[src/rtl/calc_sequencer.sv]
`default_nettype none
// calc_sequencer: multi-cycle add/sub/mul/div/mod engine with a 6-digit display range check.
// Optional macro CALC_MOD_EN enables MOD (op 5); without it op 5 is rejected as illegal.
module calc_sequencer #(
  parameter int               WIDTH       = 32,
  parameter int               MAX_POS     = 999999,
  parameter int               MAX_NEG_MAG = 99999,
  parameter logic [WIDTH-1:0] ERR_CODE    = 32'h00EE_0000
) (
  input  logic             sw_clk,
  input  logic             rst,
  input  logic             cal_enable,
  input  logic [WIDTH-1:0] operand1,
  input  logic [WIDTH-1:0] operand2,
  input  logic [2:0]       operator,
  output logic [WIDTH-1:0] ans,
  output logic             busy,
  output logic             done,
  output logic             err
);

  localparam int            CW     = $clog2(WIDTH);
  localparam logic [CW-1:0] C_LAST = CW'(WIDTH - 1);

  localparam logic [2:0] OP_EQU   = 3'd0;
  localparam logic [2:0] OP_TIMES = 3'd1;
  localparam logic [2:0] OP_DIV   = 3'd2;
  localparam logic [2:0] OP_PLUS  = 3'd3;
  localparam logic [2:0] OP_MINUS = 3'd4;
  localparam logic [2:0] OP_MOD   = 3'd5;

  localparam logic signed [WIDTH:0] LIM_POS = (WIDTH + 1)'(MAX_POS);
  localparam logic signed [WIDTH:0] LIM_NEG = -((WIDTH + 1)'(MAX_NEG_MAG));

  typedef enum logic [2:0] {
    S_IDLE  = 3'd0,
    S_PREP  = 3'd1,
    S_ITER  = 3'd2,
    S_FIX   = 3'd3,
    S_CHECK = 3'd4
  } state_t;

  state_t                 state_q;
  logic [WIDTH-1:0]       a_q, b_q, a_mag_q, b_mag_q, quo_q, ans_q;
  logic [2:0]             op_q;
  logic                   sign_a_q, sign_b_q, flag_q;
  logic [CW-1:0]          cnt_q;
  logic [2*WIDTH-1:0]     acc_q;
  logic signed [WIDTH:0]  r_q;
  logic                   busy_q, done_q, err_q;

  // acc_q holds the running product for TIMES and the partial remainder for DIV/MOD.
  logic [2*WIDTH-1:0] mul_d;
  logic [WIDTH:0]     rem_shift_d, rem_d;
  logic               qbit_d;

  always_comb begin
    mul_d = {acc_q[2*WIDTH-2:0], 1'b0};
    if (b_mag_q[cnt_q]) begin
      mul_d = mul_d + {{WIDTH{1'b0}}, a_mag_q};
    end
    rem_shift_d = {acc_q[WIDTH-1:0], a_mag_q[cnt_q]};
    qbit_d      = (rem_shift_d >= {1'b0, b_mag_q});
    rem_d       = qbit_d ? (rem_shift_d - {1'b0, b_mag_q}) : rem_shift_d;
  end

  always_ff @(posedge sw_clk or negedge rst) begin
    if (!rst) begin
      state_q  <= S_IDLE;
      a_q      <= '0;
      b_q      <= '0;
      a_mag_q  <= '0;
      b_mag_q  <= '0;
      quo_q    <= '0;
      ans_q    <= '0;
      op_q     <= '0;
      sign_a_q <= 1'b0;
      sign_b_q <= 1'b0;
      flag_q   <= 1'b0;
      cnt_q    <= '0;
      acc_q    <= '0;
      r_q      <= '0;
      busy_q   <= 1'b0;
      done_q   <= 1'b0;
      err_q    <= 1'b0;
    end else begin
      done_q <= 1'b0;
      case (state_q)
        S_IDLE: begin
          if (cal_enable) begin
            a_q     <= operand1;
            b_q     <= operand2;
            op_q    <= operator;
            busy_q  <= 1'b1;
            state_q <= S_PREP;
          end
        end

        S_PREP: begin
          acc_q    <= '0;
          quo_q    <= '0;
          cnt_q    <= C_LAST;
          flag_q   <= 1'b0;
          r_q      <= '0;
          sign_a_q <= a_q[WIDTH-1];
          sign_b_q <= b_q[WIDTH-1];
          a_mag_q  <= a_q[WIDTH-1] ? -a_q : a_q;
          b_mag_q  <= b_q[WIDTH-1] ? -b_q : b_q;
          state_q  <= S_CHECK;
          case (op_q)
            OP_EQU:   r_q <= {a_q[WIDTH-1], a_q};
            OP_PLUS:  r_q <= {a_q[WIDTH-1], a_q} + {b_q[WIDTH-1], b_q};
            OP_MINUS: r_q <= {a_q[WIDTH-1], a_q} - {b_q[WIDTH-1], b_q};
            OP_TIMES: state_q <= S_ITER;
            OP_DIV: begin
              if (b_q == '0) flag_q <= 1'b1;
              else           state_q <= S_ITER;
            end
`ifdef CALC_MOD_EN
            OP_MOD: begin
              if (b_q == '0) flag_q <= 1'b1;
              else           state_q <= S_ITER;
            end
`endif
            default: flag_q <= 1'b1;
          endcase
        end

        S_ITER: begin
          if (op_q == OP_TIMES) begin
            acc_q <= mul_d;
          end else begin
            acc_q        <= {{(WIDTH-1){1'b0}}, rem_d};
            quo_q[cnt_q] <= qbit_d;
          end
          cnt_q <= cnt_q - 1'b1;
          if (cnt_q == '0) state_q <= S_FIX;
        end

        S_FIX: begin
          state_q <= S_CHECK;
          case (op_q)
            OP_TIMES: begin
              flag_q <= |acc_q[2*WIDTH-1:WIDTH-1];
              r_q    <= (sign_a_q ^ sign_b_q) ? -{1'b0, acc_q[WIDTH-1:0]}
                                              :  {1'b0, acc_q[WIDTH-1:0]};
            end
            OP_DIV: begin
              r_q <= (sign_a_q ^ sign_b_q) ? -{1'b0, quo_q} : {1'b0, quo_q};
            end
`ifdef CALC_MOD_EN
            // Remainder follows the dividend's sign.
            OP_MOD: begin
              r_q <= sign_a_q ? -{1'b0, acc_q[WIDTH-1:0]} : {1'b0, acc_q[WIDTH-1:0]};
            end
`endif
            default: flag_q <= 1'b1;
          endcase
        end

        S_CHECK: begin
          if (flag_q || (r_q > LIM_POS) || (r_q < LIM_NEG)) begin
            ans_q <= ERR_CODE;
            err_q <= 1'b1;
          end else begin
            ans_q <= r_q[WIDTH-1:0];
            err_q <= 1'b0;
          end
          done_q  <= 1'b1;
          busy_q  <= 1'b0;
          state_q <= S_IDLE;
        end

        default: state_q <= S_IDLE;
      endcase
    end
  end

  assign ans  = ans_q;
  assign busy = busy_q;
  assign done = done_q;
  assign err  = err_q;

endmodule
`default_nettype wire

[config.mk]
export PLATFORM = sky130hd
export DESIGN_NAME = calc_sequencer
export DESIGN_NICKNAME = d
export VERILOG_FILES = /design/src/rtl/calc_sequencer.sv
export SDC_FILE = /design/constraint.sdc
export NUM_CORES = 1
export LEC_CHECK = 0
export CAP_MARGIN = 40
export CORE_MARGIN = 1
export CORE_UTILIZATION = 24
export CTS_CLUSTER_SIZE = 16
export DETAILED_ROUTE_END_ITERATION = 10
export GPL_ROUTABILITY_DRIVEN = 0
export HOLD_SLACK_MARGIN = 0.03
export PLACE_DENSITY = 0.41
export RECOVER_POWER = 25
export REMOVE_ABC_BUFFERS = 1
export SYNTH_ARGS = -nofsm -noshare
export SYNTH_HDL_FRONTEND = slang
export SYNTH_SLANG_ARGS = --single-unit
[constraint.sdc]
create_clock -name sw_clk -period 3.9 [get_ports sw_clk]
set_input_delay 0.39 -clock sw_clk [delete_from_list [all_inputs] [get_ports sw_clk]]
set_output_delay 0.39 -clock sw_clk [all_outputs]
set_load 0.01 [all_outputs]
==> summary.txt, run 1 <==
Outcome
  • Status: finished with violations
  • Failing checks: capacitance limit, slew limit, setup timing

Synthesis
  • Syn avg cell area: 8.491 um^2
  • Synth top area share: 0.3342
  • Number of flops mapped to enable cells by yosys: 0
  • Leading area contributor after synthesis: dfrtp_1
  • Synth async-reset ratio: 1.000
  • Mapped Area: 22910 um^2
  • Sequential area share after synthesis: 0.3342
  • Ys Warns: 0
  • Most used DFF post-synth: dfrtp_1
  • Synth Register Bits: 306
  • Cell variety after synth: 100
  • Synth Instances: around 2700
  • Most instantiated library cell after synthesis: nand2_1
  • Top cells by area, synth: dfrtp_1 (33%), o21ai_0 (6.3%), xor2_1 (5.9%), ha_1 (5.7%), nand2_1 (5.3%)
  • Leading cell types by count after synthesis: nand2_1 (326), dfrtp_1 (306), o21ai_0 (289), nor2_1 (186), a21oi_1 (182)

Power and ir drop
  • Psw: 15.11 mW
  • Peak VDD IR: about 0.51 mV
  • Cell Pwr Density: 1028 nW/um^2
  • Internal: 15.11 mW
  • Clock Power Share: 0.123
  • Logic pwr share: 0.693
  • Static leakage: 12.80 nW
  • Sw Ratio: 0.5000
  • Final Power: 30.23 mW
  • Seq pwr share: 0.184

CTS
  • CTS Buf Count: 38
  • Max Buffers Root-to-Sink: 3
  • Clk_lat worst skew: around 0.61 ns
  • H-tree levels: 2
  • Root Driver: clkbuf_16
  • TritonCTS clock tree: yes
  • CTS sink cnt: 306
  • Clock transition at path regs: ~0.060 ns

Timing
  • Worst slew pin tran: 3.150 ns
  • Final worst slack: -0.2070 ns
  • RSZ-0062 raised after global routing: true
  • Period utilisation layout: 1.053
  • Hold Slack: around 0.37 ns
  • Min Tclk post-route: 4.107 ns
  • Slew Limit Fails: 112
  • Relative slew slack: -1.100
  • Fmax: roughly 0.24 GHz
  • Hold Fails Final Rpt: 0
  • Endpoints failing setup: 14
  • Final Skew: 0.03371 ns

Die
  • Initial Util: 0.2440
  • Ports: 105
  • Die H: 311.0 um
  • Die area: ~97000 um^2
  • Core area: 93890 um^2
  • FP Rows: roughly 110
  • Die X: approximately 310 um

Setup path
  • Crit start category: register
  • Cell mode on critical path: or3_4
  • Setup CP Type: register to register
  • Ordered cell list for the critical path: nor3_2 > buf_4 > nand4b_1 > or3_4 > or3_4 > o21ai_4 > xor2_2 > ha_4 > a21oi_4 > o21ba_4 > nand3_2 > a311o_1 > and2_4 > a21oi_2 > xnor2_1 > a221oi_2 > nor2_1
  • Family with the most delay on the worst path: compound AO/OA/AOI/OAI gates
  • Worst-path fanout max: 4
  • CP bufs+invs: 1
  • Critical path required time: 4.35 ns
  • Max incr delay on CP: 0.47 ns
  • CP endpoint kind: register
  • CP Data Arrival Time: 4.55 ns
  • CP max stage cell: a221oi_2

GRT
  • Largest net degree at the start of global routing: 114
  • GR Overflow Total: 0
  • GRT Total Usage: 0.1979
  • Vias in the first global route: 22027
  • Initial antenna violation count: 0
  • First-pass GRT wire length: 146100 um

Routing
  • DRT Pass-1 Iters: 6
  • # DRC: 0
  • WL/cell: about 23 um
  • Via/cell ratio: 5.183
  • Routed WL: 97490 um
  • DR vias: 22171
  • Post-DRT Antenna Nets: 0
  • Initial DRC count: 2097

Place
  • Post-DP HPWL: 76700 um
  • Place WS: -0.5367 ns
  • IO buf count: 104

Hold path
  • Worst min path class: primary input to register

Layout
  • # fillers: ~9900
  • Net count, final: 3174
  • Share of cells above drive strength 1: 0.2097
  • Area growth, synth to finish: 28.33%
  • Antenna diodes: 0

Job
  • Maximum Capacitance Violations: 1
==> logic make-up after synthesis <==
logic type,Yosys count,synth area share
buf+inv,237,0.04315
flops,306,0.3342
mux,107,0.05593
fa+ha+maj,108,0.05997
xor+xnor,253,0.09672
simple gates,837,0.1749
compound gates,850,0.2351
==> power groups by stage <==
| stage | sequential (mW) | combinational, mW | clock, mW |
|---|---|---|---|
| floorplan | 5.20 | 10.7 | 0 |
| global placement | 5.59 | 18.9 | 0 |
| detailed placement | 5.58 | 19.0 | 0 |
| CTS | 5.54 | 20.1 | 3.82 |
| global route | 5.67 | 22.6 | 3.93 |
| finish | 5.56 | 20.9 | 3.72 |
==> registers in the layout (all words and copies together) (netlist names) <==
signal	count
b_q	32
sign_b_q	1
state_q	3
sign_a_q	1
flag_q	1
done	1
b_mag_q	32
cnt_q	5
busy	1
ans	32
quo_q	32
a_mag_q	32
err	1
op_q	3
r_q	33
a_q	32
acc_q	64
==> path summary, 6_finish.rpt <==
| path | startpoint | endpoint | slack [ns] | cells past startpoint |
|---|---|---|---|---|
| setup / recovery | b_q[4]$_DFFE_PN0P_ | r_q[19]$_DFFE_PN0P_ | -0.21 | 17 |
| hold / removal | operand1[1] | a_q[1]$_DFFE_PN0P_ | 0.37 | 3 |
| setup reg to reg | b_q[4]$_DFFE_PN0P_ | r_q[19]$_DFFE_PN0P_ | -0.21 | 17 |
| hold reg to reg | ans[20]$_DFFE_PN0P_ | ans[20]$_DFFE_PN0P_ | 0.47 | 2 |
| max in group asynchronous | rst | quo_q[19]$_DFFE_PN0P_ | 0.46 | 3 |
| min in group asynchronous | rst | a_q[5]$_DFFE_PN0P_ | 1.24 | 2 |
==> per-stage QoR <==
stage	utilization	TNS, ns	instance area (um^2)	instances
after floorplan	-	-1.811	22210	2538
after global placement	0.2894	-10.85	27170	4188
after detailed placement	0.2899	-14.03	27220	4191
after CTS	0.3087	-0.6325	28990	4271
after global routing	0.3131	-20.80	29400	4278
final	0.3131	-1.316	29400	4278
==> timing repair <==
item,CTS,global route
endpoints found under the setup margin,79,81
buffers inserted,12,9
gates cloned,0,0
gates resized for setup,101,85
pin swaps,54,77
endpoints found under the hold margin,109,0
hold buffers,1,0
==> layer usage <==
layer | track usage | vias up | part of all wire
li1 | - | 10388 | -
met5 | 0 | - | 0
met3 | 0.02506 | 119 | 0.047
met1 | 0.2758 | 11070 | 0.46
met4 | 0.05822 | 0 | 0.030
met2 | 0.3177 | 594 | 0.46
==> worst reg2reg max path: cells and delay by family, from the launching register on <==
kind            cells  cell delay [ns]
simple gates        7             1.40
compound gates      6             1.45
buf+inv             1             0.14
xor+xnor            2             0.34
flops               1             0.38
fa+ha+maj           1             0.26
==> final cells by class <==
class / count / area (um^2) / share of cell area
Multi-Input combinational cell: 2155 / 15090 / 0.5133
Sequential cell: 306 / 7657 / 0.2604
Timing Repair Buffer: 418 / 3543 / 0.1205
Tap cell: 1254 / 1569 / 0.05337
Clock buffer: 52 / 1074 / 0.03651
Inverter: 77 / 289.0 / 0.009831
Clock inverter: 16 / 176.4 / 0.006001
==> cell usage in the layout (no fill, tap or decap), types with 13 or more instances in the layout <==
master and instances:
a221o_1 13, nor2_1 175, a21oi_2 13, or3_1 24, o31ai_1 29, xnor2_1 93, nand2b_1 21, a211oi_1 14
nor3_1 38, nand4_1 26, nand2_1 317, a31oi_1 21, dfrtp_1 306, mux2i_1 29, o21a_1 15, and3_1 19
buf_4 292, o22ai_1 18, o21ai_0 266, buf_6 14, a21oi_1 167, nor2b_1 16, ha_1 101, nor4_1 30
a22o_1 22, nand3_1 48, xor2_1 146, clkbuf_16 38, o21ai_1 45, o21bai_1 14, and2_1 15, inv_1 73
clkdlybuf4s50_1 103, mux2_2 67, a21o_1 48
Power figures use the tool's default switching activity.
==> run 2, diff against run 1 <==
--- a/config.mk
+++ b/config.mk
@@ -11,7 +11,7 @@
 export CTS_CLUSTER_SIZE = 16
 export DETAILED_ROUTE_END_ITERATION = 10
 export GPL_ROUTABILITY_DRIVEN = 0
-export HOLD_SLACK_MARGIN = 0.03
+export HOLD_SLACK_MARGIN = 0.05
 export PLACE_DENSITY = 0.41
 export RECOVER_POWER = 25
 export REMOVE_ABC_BUFFERS = 1
==> results of run 2 <==
The final DEF is identical to that of run 1; final timing and power are the same.
